$ cat src/rtl/ysyx_25020047_pkg.sv
// Shared LSU definitions: access size codes, FSM state encoding and the alignment check.
package ysyx_25020047_pkg;

    typedef enum logic [1:0] {
        SZ_B = 2'b00,
        SZ_H = 2'b01,
        SZ_W = 2'b10,
        SZ_D = 2'b11
    } size_e;

    typedef enum logic [1:0] {
        ST_IDLE     = 2'b00,
        ST_BUS_REQ  = 2'b01,
        ST_BUS_WAIT = 2'b10,
        ST_RESP     = 2'b11
    } lsu_state_e;

    // Natural alignment: an access of 2^size bytes must start on a 2^size boundary.
    function automatic logic is_misaligned(input logic [2:0] addr_lo, input logic [1:0] size);
        logic bad;
        case (size)
            SZ_H:    bad = addr_lo[0];
            SZ_W:    bad = |addr_lo[1:0];
            SZ_D:    bad = |addr_lo;
            default: bad = 1'b0;
        endcase
        return bad;
    endfunction

endpackage

$ cat src/rtl/ysyx_25020047_lsu_align.sv
// Byte-lane steering: store data/strobe placement and load extract with sign/zero extension.
module ysyx_25020047_lsu_align
    import ysyx_25020047_pkg::*;
#(
    parameter int unsigned XLEN = 32,
    localparam int unsigned STRB_W = XLEN / 8,
    localparam int unsigned OFF_W = $clog2(XLEN / 8)
) (
    input  logic [1:0]        st_size_i,
    input  logic [OFF_W-1:0]  st_off_i,
    input  logic [XLEN-1:0]   st_wdata_i,
    output logic [XLEN-1:0]   st_wdata_c_o,
    output logic [STRB_W-1:0] st_wstrb_c_o,
    input  logic [1:0]        ld_size_i,
    input  logic [OFF_W-1:0]  ld_off_i,
    input  logic              ld_unsigned_i,
    input  logic [XLEN-1:0]   ld_rdata_i,
    output logic [XLEN-1:0]   ld_data_c_o
);

    logic [STRB_W-1:0] mask;
    logic [XLEN-1:0]   ld_sh;

    always_comb begin
        case (st_size_i)
            SZ_B:    mask = STRB_W'(8'h01);
            SZ_H:    mask = STRB_W'(8'h03);
            SZ_W:    mask = STRB_W'(8'h0F);
            default: mask = STRB_W'(8'hFF);
        endcase
    end

    assign st_wstrb_c_o = mask << st_off_i;
    assign st_wdata_c_o = st_wdata_i << {st_off_i, 3'b000};
    assign ld_sh        = ld_rdata_i >> {ld_off_i, 3'b000};

    always_comb begin
        ld_data_c_o = ld_sh;
        case (ld_size_i)
            SZ_B: begin
                if (ld_unsigned_i) ld_data_c_o = XLEN'(ld_sh[7:0]);
                else               ld_data_c_o = XLEN'($signed(ld_sh[7:0]));
            end
            SZ_H: begin
                if (ld_unsigned_i) ld_data_c_o = XLEN'(ld_sh[15:0]);
                else               ld_data_c_o = XLEN'($signed(ld_sh[15:0]));
            end
            SZ_W: begin
                if (ld_unsigned_i) ld_data_c_o = XLEN'(ld_sh[31:0]);
                else               ld_data_c_o = XLEN'($signed(ld_sh[31:0]));
            end
            default: ld_data_c_o = ld_sh;
        endcase
    end

endmodule

$ cat src/rtl/ysyx_25020047_lsu_mc.sv
// Multi-cycle load/store unit: one outstanding access, word-aligned strobed bus request,
// extended load data or store ack, with misalign/illegal-size/bus-error/timeout reporting.
module ysyx_25020047_lsu_mc
    import ysyx_25020047_pkg::*;
#(
    parameter int unsigned XLEN        = 32,
    parameter int unsigned ADDR_W      = 32,
    parameter int unsigned TIMEOUT_CYC = 255
) (
    input  logic                clk,
    input  logic                rst,
    input  logic                req_valid,
    output logic                req_ready,
    input  logic                req_wen,
    input  logic [1:0]          req_size,
    input  logic                req_unsigned,
    input  logic [ADDR_W-1:0]   req_addr,
    input  logic [XLEN-1:0]     req_wdata,
    output logic                rsp_valid,
    input  logic                rsp_ready,
    output logic [XLEN-1:0]     rsp_rdata,
    output logic                rsp_err,
    output logic                mem_req_valid,
    input  logic                mem_req_ready,
    output logic                mem_wen,
    output logic [ADDR_W-1:0]   mem_addr,
    output logic [XLEN-1:0]     mem_wdata,
    output logic [XLEN/8-1:0]   mem_wstrb,
    input  logic                mem_rsp_valid,
    input  logic [XLEN-1:0]     mem_rdata,
    input  logic                mem_rsp_err
);

    localparam int unsigned STRB_W = XLEN / 8;
    localparam int unsigned OFF_W  = $clog2(XLEN / 8);
    localparam int unsigned CNT_W  = (TIMEOUT_CYC > 1) ? $clog2(TIMEOUT_CYC + 1) : 1;

    lsu_state_e          state_q, state_d;
    logic                req_ready_q, req_ready_d, rsp_valid_q, rsp_valid_d;
    logic                mem_req_valid_q, mem_req_valid_d;
    logic                rsp_err_q, rsp_err_d;
    logic [XLEN-1:0]     rsp_rdata_q, rsp_rdata_d;
    logic                mem_wen_q, mem_wen_d;
    logic [ADDR_W-1:0]   mem_addr_q, mem_addr_d;
    logic [XLEN-1:0]     mem_wdata_q, mem_wdata_d;
    logic [STRB_W-1:0]   mem_wstrb_q, mem_wstrb_d;
    logic [1:0]          size_q, size_d;
    logic                uns_q, uns_d;
    logic [OFF_W-1:0]    off_q, off_d;
    logic [CNT_W-1:0]    cnt_q, cnt_d;
    logic                acc_bad_c, timeout_c, bus_rsp_c;
    logic [XLEN-1:0]     st_wdata_c, ld_data_c;
    logic [STRB_W-1:0]   st_wstrb_c;

    ysyx_25020047_lsu_align #(.XLEN(XLEN)) u_align (
        .st_size_i     (req_size),
        .st_off_i      (req_addr[OFF_W-1:0]),
        .st_wdata_i    (req_wdata),
        .st_wdata_c_o  (st_wdata_c),
        .st_wstrb_c_o  (st_wstrb_c),
        .ld_size_i     (size_q),
        .ld_off_i      (off_q),
        .ld_unsigned_i (uns_q),
        .ld_rdata_i    (mem_rdata),
        .ld_data_c_o   (ld_data_c)
    );

    assign acc_bad_c = is_misaligned(req_addr[2:0], req_size) || (req_size == SZ_D && XLEN != 64);
    assign timeout_c = (state_q == ST_BUS_WAIT) && (TIMEOUT_CYC != 0)
                       && (cnt_q == CNT_W'(TIMEOUT_CYC - 1));
    // A response is only taken once the request has been (or is being) accepted.
    assign bus_rsp_c = mem_rsp_valid &&
                       ((state_q == ST_BUS_REQ && mem_req_ready) || state_q == ST_BUS_WAIT);

    always_ff @(posedge clk) begin
        if (rst) state_q <= ST_IDLE;
        else     state_q <= state_d;
    end

    always_comb begin
        state_d = state_q;
        case (state_q)
            ST_IDLE:     if (req_valid) state_d = acc_bad_c ? ST_RESP : ST_BUS_REQ;
            ST_BUS_REQ:  if (mem_req_ready) state_d = bus_rsp_c ? ST_RESP : ST_BUS_WAIT;
            ST_BUS_WAIT: if (bus_rsp_c || timeout_c) state_d = ST_RESP;
            ST_RESP:     if (rsp_ready) state_d = ST_IDLE;
            default:     state_d = ST_IDLE;
        endcase
    end

    always_comb begin
        req_ready_d     = (state_d == ST_IDLE);
        rsp_valid_d     = (state_d == ST_RESP);
        mem_req_valid_d = (state_d == ST_BUS_REQ);
        cnt_d           = (state_q == ST_BUS_WAIT && state_d == ST_BUS_WAIT) ? cnt_q + CNT_W'(1) : '0;
        rsp_err_d       = rsp_err_q;
        rsp_rdata_d     = rsp_rdata_q;
        mem_wen_d       = mem_wen_q;
        mem_addr_d      = mem_addr_q;
        mem_wdata_d     = mem_wdata_q;
        mem_wstrb_d     = mem_wstrb_q;
        size_d          = size_q;
        uns_d           = uns_q;
        off_d           = off_q;
        if (state_q == ST_IDLE && req_valid) begin
            size_d      = req_size;
            uns_d       = req_unsigned;
            off_d       = req_addr[OFF_W-1:0];
            rsp_err_d   = acc_bad_c;
            rsp_rdata_d = '0;
            if (!acc_bad_c) begin
                mem_wen_d   = req_wen;
                mem_addr_d  = {req_addr[ADDR_W-1:OFF_W], OFF_W'(0)};
                mem_wdata_d = st_wdata_c;
                mem_wstrb_d = req_wen ? st_wstrb_c : '0;
            end
        end else if (bus_rsp_c) begin
            rsp_err_d   = mem_rsp_err;
            rsp_rdata_d = (mem_rsp_err || mem_wen_q) ? '0 : ld_data_c;
        end else if (timeout_c) begin
            rsp_err_d   = 1'b1;
            rsp_rdata_d = '0;
        end
    end

    always_ff @(posedge clk) begin
        if (rst) begin
            req_ready_q     <= 1'b1;
            rsp_valid_q     <= 1'b0;
            mem_req_valid_q <= 1'b0;
            rsp_err_q       <= 1'b0;
            rsp_rdata_q     <= '0;
            mem_wen_q       <= 1'b0;
            mem_addr_q      <= '0;
            mem_wdata_q     <= '0;
            mem_wstrb_q     <= '0;
            size_q          <= 2'b00;
            uns_q           <= 1'b0;
            off_q           <= '0;
            cnt_q           <= '0;
        end else begin
            req_ready_q     <= req_ready_d;
            rsp_valid_q     <= rsp_valid_d;
            mem_req_valid_q <= mem_req_valid_d;
            rsp_err_q       <= rsp_err_d;
            rsp_rdata_q     <= rsp_rdata_d;
            mem_wen_q       <= mem_wen_d;
            mem_addr_q      <= mem_addr_d;
            mem_wdata_q     <= mem_wdata_d;
            mem_wstrb_q     <= mem_wstrb_d;
            size_q          <= size_d;
            uns_q           <= uns_d;
            off_q           <= off_d;
            cnt_q           <= cnt_d;
        end
    end

    assign req_ready     = req_ready_q;
    assign rsp_valid     = rsp_valid_q;
    assign rsp_rdata     = rsp_rdata_q;
    assign rsp_err       = rsp_err_q;
    assign mem_req_valid = mem_req_valid_q;
    assign mem_wen       = mem_wen_q;
    assign mem_addr      = mem_addr_q;
    assign mem_wdata     = mem_wdata_q;
    assign mem_wstrb     = mem_wstrb_q;

endmodule
$ cat config.mk
export PLATFORM = sky130hd
export DESIGN_NAME = ysyx_25020047_lsu_mc
export DESIGN_NICKNAME = d
export VERILOG_FILES = /design/src/rtl/ysyx_25020047_pkg.sv /design/src/rtl/ysyx_25020047_lsu_align.sv /design/src/rtl/ysyx_25020047_lsu_mc.sv
export SDC_FILE = /design/constraint.sdc
export NUM_CORES = 1
export LEC_CHECK = 0
export ABC_AREA = 1
export CAP_MARGIN = 40
export CORE_AREA = 4 4 111 113
export CTS_CLUSTER_DIAMETER = 50
export DETAILED_ROUTE_END_ITERATION = 16
export DIE_AREA = 0 0 115 117
export DONT_BUFFER_PORTS = 1
export SYNTH_ARGS = -nofsm -noshare
export SYNTH_HDL_FRONTEND = slang
export SYNTH_SLANG_ARGS = --single-unit
$ cat constraint.sdc
create_clock -name clk -period 1.7 [get_ports clk]
set_input_delay 0.17 -clock clk [delete_from_list [all_inputs] [get_ports clk]]
set_output_delay 0.17 -clock clk [all_outputs]
set_load 0.01 [all_outputs]
-- After elaboration in Yosys (flattened, before gate mapping)
Cells that the tools add are included.
- add/subtract/negate cells: 1
- equality and inequality tests: 11
- shifts and indexed selects: 3
- mux-type cells: 19
- bitwise logic cells: 2
- reductions and logical operators: 20
- operator list (cell ; number):
    $mux W32 ; 5
    $pmux W32 S2 ; 1
    $shl A32 B5 Y32 ; 1
    $shr A32 B5 Y32 ; 1
    $eq A2 B2 Y1 const B ; 6
    $mux W2 ; 5
    $add A8 B1 Y8 const B ; 1
    $eq A2 B1 Y1 const B ; 4
    $eq A8 B8 Y1 const B ; 1
    $logic_not A2 Y1 ; 4
    $pmux W2 S4 ; 1
    $pmux W4 S2 ; 1
    $reduce_or A2 Y1 ; 3
    $logic_and A1 B1 Y1 ; 5
    $logic_or A1 B1 Y1 ; 4
    $mux W1 ; 4
    $mux W4 ; 1
    $shl A4 B2 Y4 ; 1
    $pmux W1 S3 ; 1
    $reduce_bool A3 Y1 ; 1
    $reduce_or A3 Y1 ; 1
    $not A1 Y1 ; 2
    $reduce_and A2 Y1 ; 1
    $reduce_bool A2 Y1 ; 1
- register bits: 118
- bits of input ports: 107
- output and inout bits: 105
- logic and storage cells: 70

-- Logic depth before layout (Yosys ltp)
- depth after elaboration: 11
- depth in mapped cells: 10
- depth with buffers taken out: 10

-- Hierarchy
Synthesis repeated with hierarchy kept, for this count alone.
- cell total of the unflattened synthesis: 807
- area, all modules: 5659.2 um^2
- by module, submodules not included (module ; instances ; cells each ; area each (um^2) ; seq. area each (um^2)):
    ysyx_25020047_lsu_mc ; 1 ; 544 ; 4301.6 ; 2362.3
    ysyx_25020047_lsu_align ; 1 ; 263 ; 1357.6 ; 0.0

-- Worst setup path after synthesis
No wires, ideal clock.
- path type: register to register
- start point: reg cnt_q[0]
- end point: reg rsp_rdata_q[21], in the netlist rsp_rdata[21]
- library setup time: 0.070 ns
- arrival: 1.221 ns
- data required time: 1.630 ns
- path slack: 0.409 ns
- stages on the path, launching flop included: 11
- path buffers: 1
- period minus slack after synthesis: 1.291 ns
- cells stage by stage: dfxtp_1 > inv_1 > ha_1 > nand3_1 > nor2_1 > nand2_1 > nand2_2 > inv_2 > buf_2 > nand2_1 > a21oi_1
- cells in the longest elaborated chain, start to end: 3
- ends and longest elaborated chain (element ; RTL line ; text):
    from (decl) ; ysyx_25020047_lsu_mc.sv:50 ; logic [CNT_W-1:0] cnt_q, cnt_d;
    from (signal assigned) ; ysyx_25020047_lsu_mc.sv:154 ; cnt_q <= cnt_d;
    $eq A8 B8 Y1 ; ysyx_25020047_lsu_mc.sv:70 ; && (cnt_q == CNT_W'(TIMEOUT_CYC - 1));
    $logic_and A1 B1 Y1 ; ysyx_25020047_lsu_mc.sv:70 ;
    $reduce_bool A2 Y1 (no source line) ; -- ;
    to (signal assigned) ; ysyx_25020047_lsu_mc.sv:146 ; rsp_rdata_q <= rsp_rdata_d;
    to (decl) ; ysyx_25020047_lsu_mc.sv:42 ; logic [XLEN-1:0] rsp_rdata_q, rsp_rdata_d;
No other way between the ends.
A chain may end at the register's enable or synchronous reset.

-- Worst setup path in the final report
- start point: in rst
- end point: reg rsp_rdata_q[14], in the netlist rsp_rdata[14]
- cells in the longest elaborated chain, start to end: 1
- ends and longest elaborated chain (element ; RTL line ; text):
    from (decl) ; ysyx_25020047_lsu_mc.sv:11 ; input logic rst,
    $reduce_or A2 Y1 (no source line) ; -- ;
No other way between the ends.

==> results_dict.tcl <==
set metrics [dict create \
    path_clk_slew_ns 0.05 \
    cp_max_fo 32 \
    report.final.slew_viol_count 0 \
    dieArea_um2 13500 \
    wl_mm 16.7 \
    max_capacitance_violation_count 0 \
    worst_clk_skew_ns 0.00773 \
    timing.hold.worst.class "input pin to register" \
    cp_data_arrival_time_ns 1.90 \
    worst_margin_slew_ns 0.831 \
    setup_total_negative_slack_ns 0 \
    post-route-period-util_pct 95.3 \
    final_util_pct 59.2 \
    max_rail_drop_vdd_mv 0.977 \
    total_power_mw 8.23 \
    critical-path-max-stage-delay_ns 1.08 \
    max_freq_mhz 617 \
    post_drt_via_cell_ratio 5.44 \
    final.setup.worst_slack_ns 0.0803 \
    grt_antenna_before_repair 0 \
    routed-via-count 5458 \
    register_bit_total_from_synthesis 118 \
    setup.worst_path.end_class "register" \
    status "completed" \
    overflow 0 \
    worst_r2r_path_depth 9 \
    yosys.area_share.adder_pct 0.451 \
    grt_pass1_vias 5215 \
    clock_path_buffers 2 \
    synthesized_area_per_cell_um2 6.81 \
    nets 956 \
    worst_ep_required_time_ns 1.98 \
    area_growth_pct 20.7 \
    setup.reg_to_reg.worst_slack_ns 0.19 \
    grt_use_total_pct 24.2 \
    grt_setup_unrepaired "true" \
    final_common_cell "nand2_1" \
    cpMaxStageDelayCell "dlygate4sd3_1" \
    hold_viol 0 \
    gp_congestion 0.865 \
    buffer_ports.inserted 0 \
    total_iterations_of_the_first_detailed_routing_run 5 \
    die-width_um 115 \
    leakagePower_nw 2.74 \
    layout.cells.non_filler 1003 \
    ctsRootBufferMaster "clkbuf_16" \
    period_minus_slack_ns 1.62 \
    drt_iter0_drc 265 \
    per_cell_routed_wire_length_um 16.6 \
    clock_latency_ns 0.41 \
    post_synthesis_compound_gate_area_fraction_pct 18.8 \
    synth_simple_gate_area_share_pct 28.6 \
    most-common-layout-cells "nand2_1, nor2_1, dfxtp_1" \
    setup.worst_path.start_class "input pin" \
    htree_levels 4 \
    syn-instance-count 816 \
    placed_cells 924 \
    post_route_ant_nets 0 \
    synth.yosys.warnings 0 \
    initial_utilization_pct 49.1 \
    wire_length_of_the_first_global_routing_pass_mm 25.5 \
    crit_type "input pin to register" \
    io_pins 212 \
    cts_num_sinks 118 \
    yosysSeqAreaShare_pct 42.5 \
    final_layout_size_suffix_gt1_share_pct 8.84 \
    synth_area_um2 5550 \
    synth_top_family_by_area "simple AND/OR/NAND/NOR gates" \
    remaining_drc_errors 0 \
    crit_path_cell_trace "dlygate4sd3_1 > nor2_1 > inv_1 > buf_4 > a21oi_1" \
    die-height_um 117 \
    floorplan.rows 39 \
    yosysUniqueCellTypes 29 \
    antenna_cells_inserted 0 \
    synth.area.mux_share_pct 0 \
    largest_net_degree_at_the_start_of_global_routing 66 \
    placement.setup.worst_slack_ns 0.161 \
    setup_viol 0 \
    power.density_cell_area_nw_per_um2 1230 \
    yosys.area_share.xor_xnor_pct 0.946 \
    fp.coreArea_um2 11300 \
    max-slew-margin-rel_pct 44.4 \
    cts_tree "built" \
    min_delay_path_depth 3 \
    cts_inserted_buffers 17 \
    hpwl_mm 11.8 \
]
[cell type report]
class	instances	area [µm²]
multi-input combinational	599	2720
clock inverter	14	175
timing repair buffer	66	658
tap	143	179
sequential	118	2360
clock buffer	18	439
fill	1093	4620
inverter	45	171
[metal layers]
metal	global-route usage (%)	wire length, µm	up-vias
li1	-	-	2705
met1	25.6	6150	2512
met2	42.2	8370	215
met3	9.97	1740	26
met4	10.6	426	0
met5	0	0	-
[worst max-delay path, delay by kind of cell]
family | cells | cell delay [ns]
buf+inv | 3 | 1.47
simple gates | 1 | 0.15
compound gates | 1 | 0.08
[through the flow]
stage / cell area (µm²) / hold slack (ns)
5_1_grt: 6700 / 0.0352
3_5_place_dp: 5610 / 0.244
6_report: 6700 / 0.0210
3_3_place_gp: 5610 / 0.242
4_1_cts: 6670 / 0.00610
2_1_floorplan: 5560 / 0.331
[logic make-up (layout without fill, tap and decap cells)]
family	after synthesis	count (layout)
buffers and inverters	100	143
adder cells (fa/ha/maj)	2	2
other	1	2
AO/OA/AOI/OAI	205	205
XOR/XNOR	6	6
AND/OR/NAND/NOR	384	384
flip-flops	118	118
[final timing paths]
check               from            end
max                  rst  rsp_rdata[14]
min          req_addr[1]  mem_wdata[23]
max reg2reg     cnt_q[0]       cnt_q[3]
min reg2reg     cnt_q[0]       cnt_q[0]
[registers in the layout, indices dropped and copies added, names as in the netlist]
name / count
cnt_q: 8
mem_wdata: 32
mem_req_valid: 1
size_q: 2
state_q: 2
uns_q: 1
rsp_valid: 1
off_q: 2
rsp_err: 1
mem_wstrb: 4
req_ready: 1
mem_wen: 1
mem_addr: 30
rsp_rdata: 32
[Yosys cell counts]
library cell	n	area (µm²)
a21oi_1	83	415
o21a_1	1	7.51
ha_1	2	25.0
nor3_1	6	30.0
nor2_2	1	6.26
xnor2_1	4	35.0
o211ai_1	3	22.5
nor2_4	3	33.8
conb_1	1	3.75
nand4_4	1	21.3
buf_2	16	80.1
inv_2	8	30.0
nand2_1	194	728
nand3_1	34	170
inv_1	37	139
buf_4	12	90.1
nand4_1	2	12.5
buf_1	2	7.51
o21ai_0	113	566
nand3_4	1	17.5
nand3_2	3	30.0
clkbuf_1	20	75.1
xor2_1	2	17.5
nand2_2	5	31.3
nor3_2	1	10.0
a31oi_1	5	31.3
nor2_1	133	499
buf_6	5	56.3
dfxtp_1	118	2360
[timing repair]
action                                  4_1_cts  5_1_grt
endpoints found under the setup margin        0        2
buffers inserted                              0        2
hold buffers                                 45        0
hold endpoints to repair                     60        0
resized for setup                             0        1
[report_power, final]
part	internal (mW)	switching (mW)
Clock	2.35	1.31
Combinational	0.482	0.865
Sequential	2.98	0.242
Power figures use the tool's default switching activity.
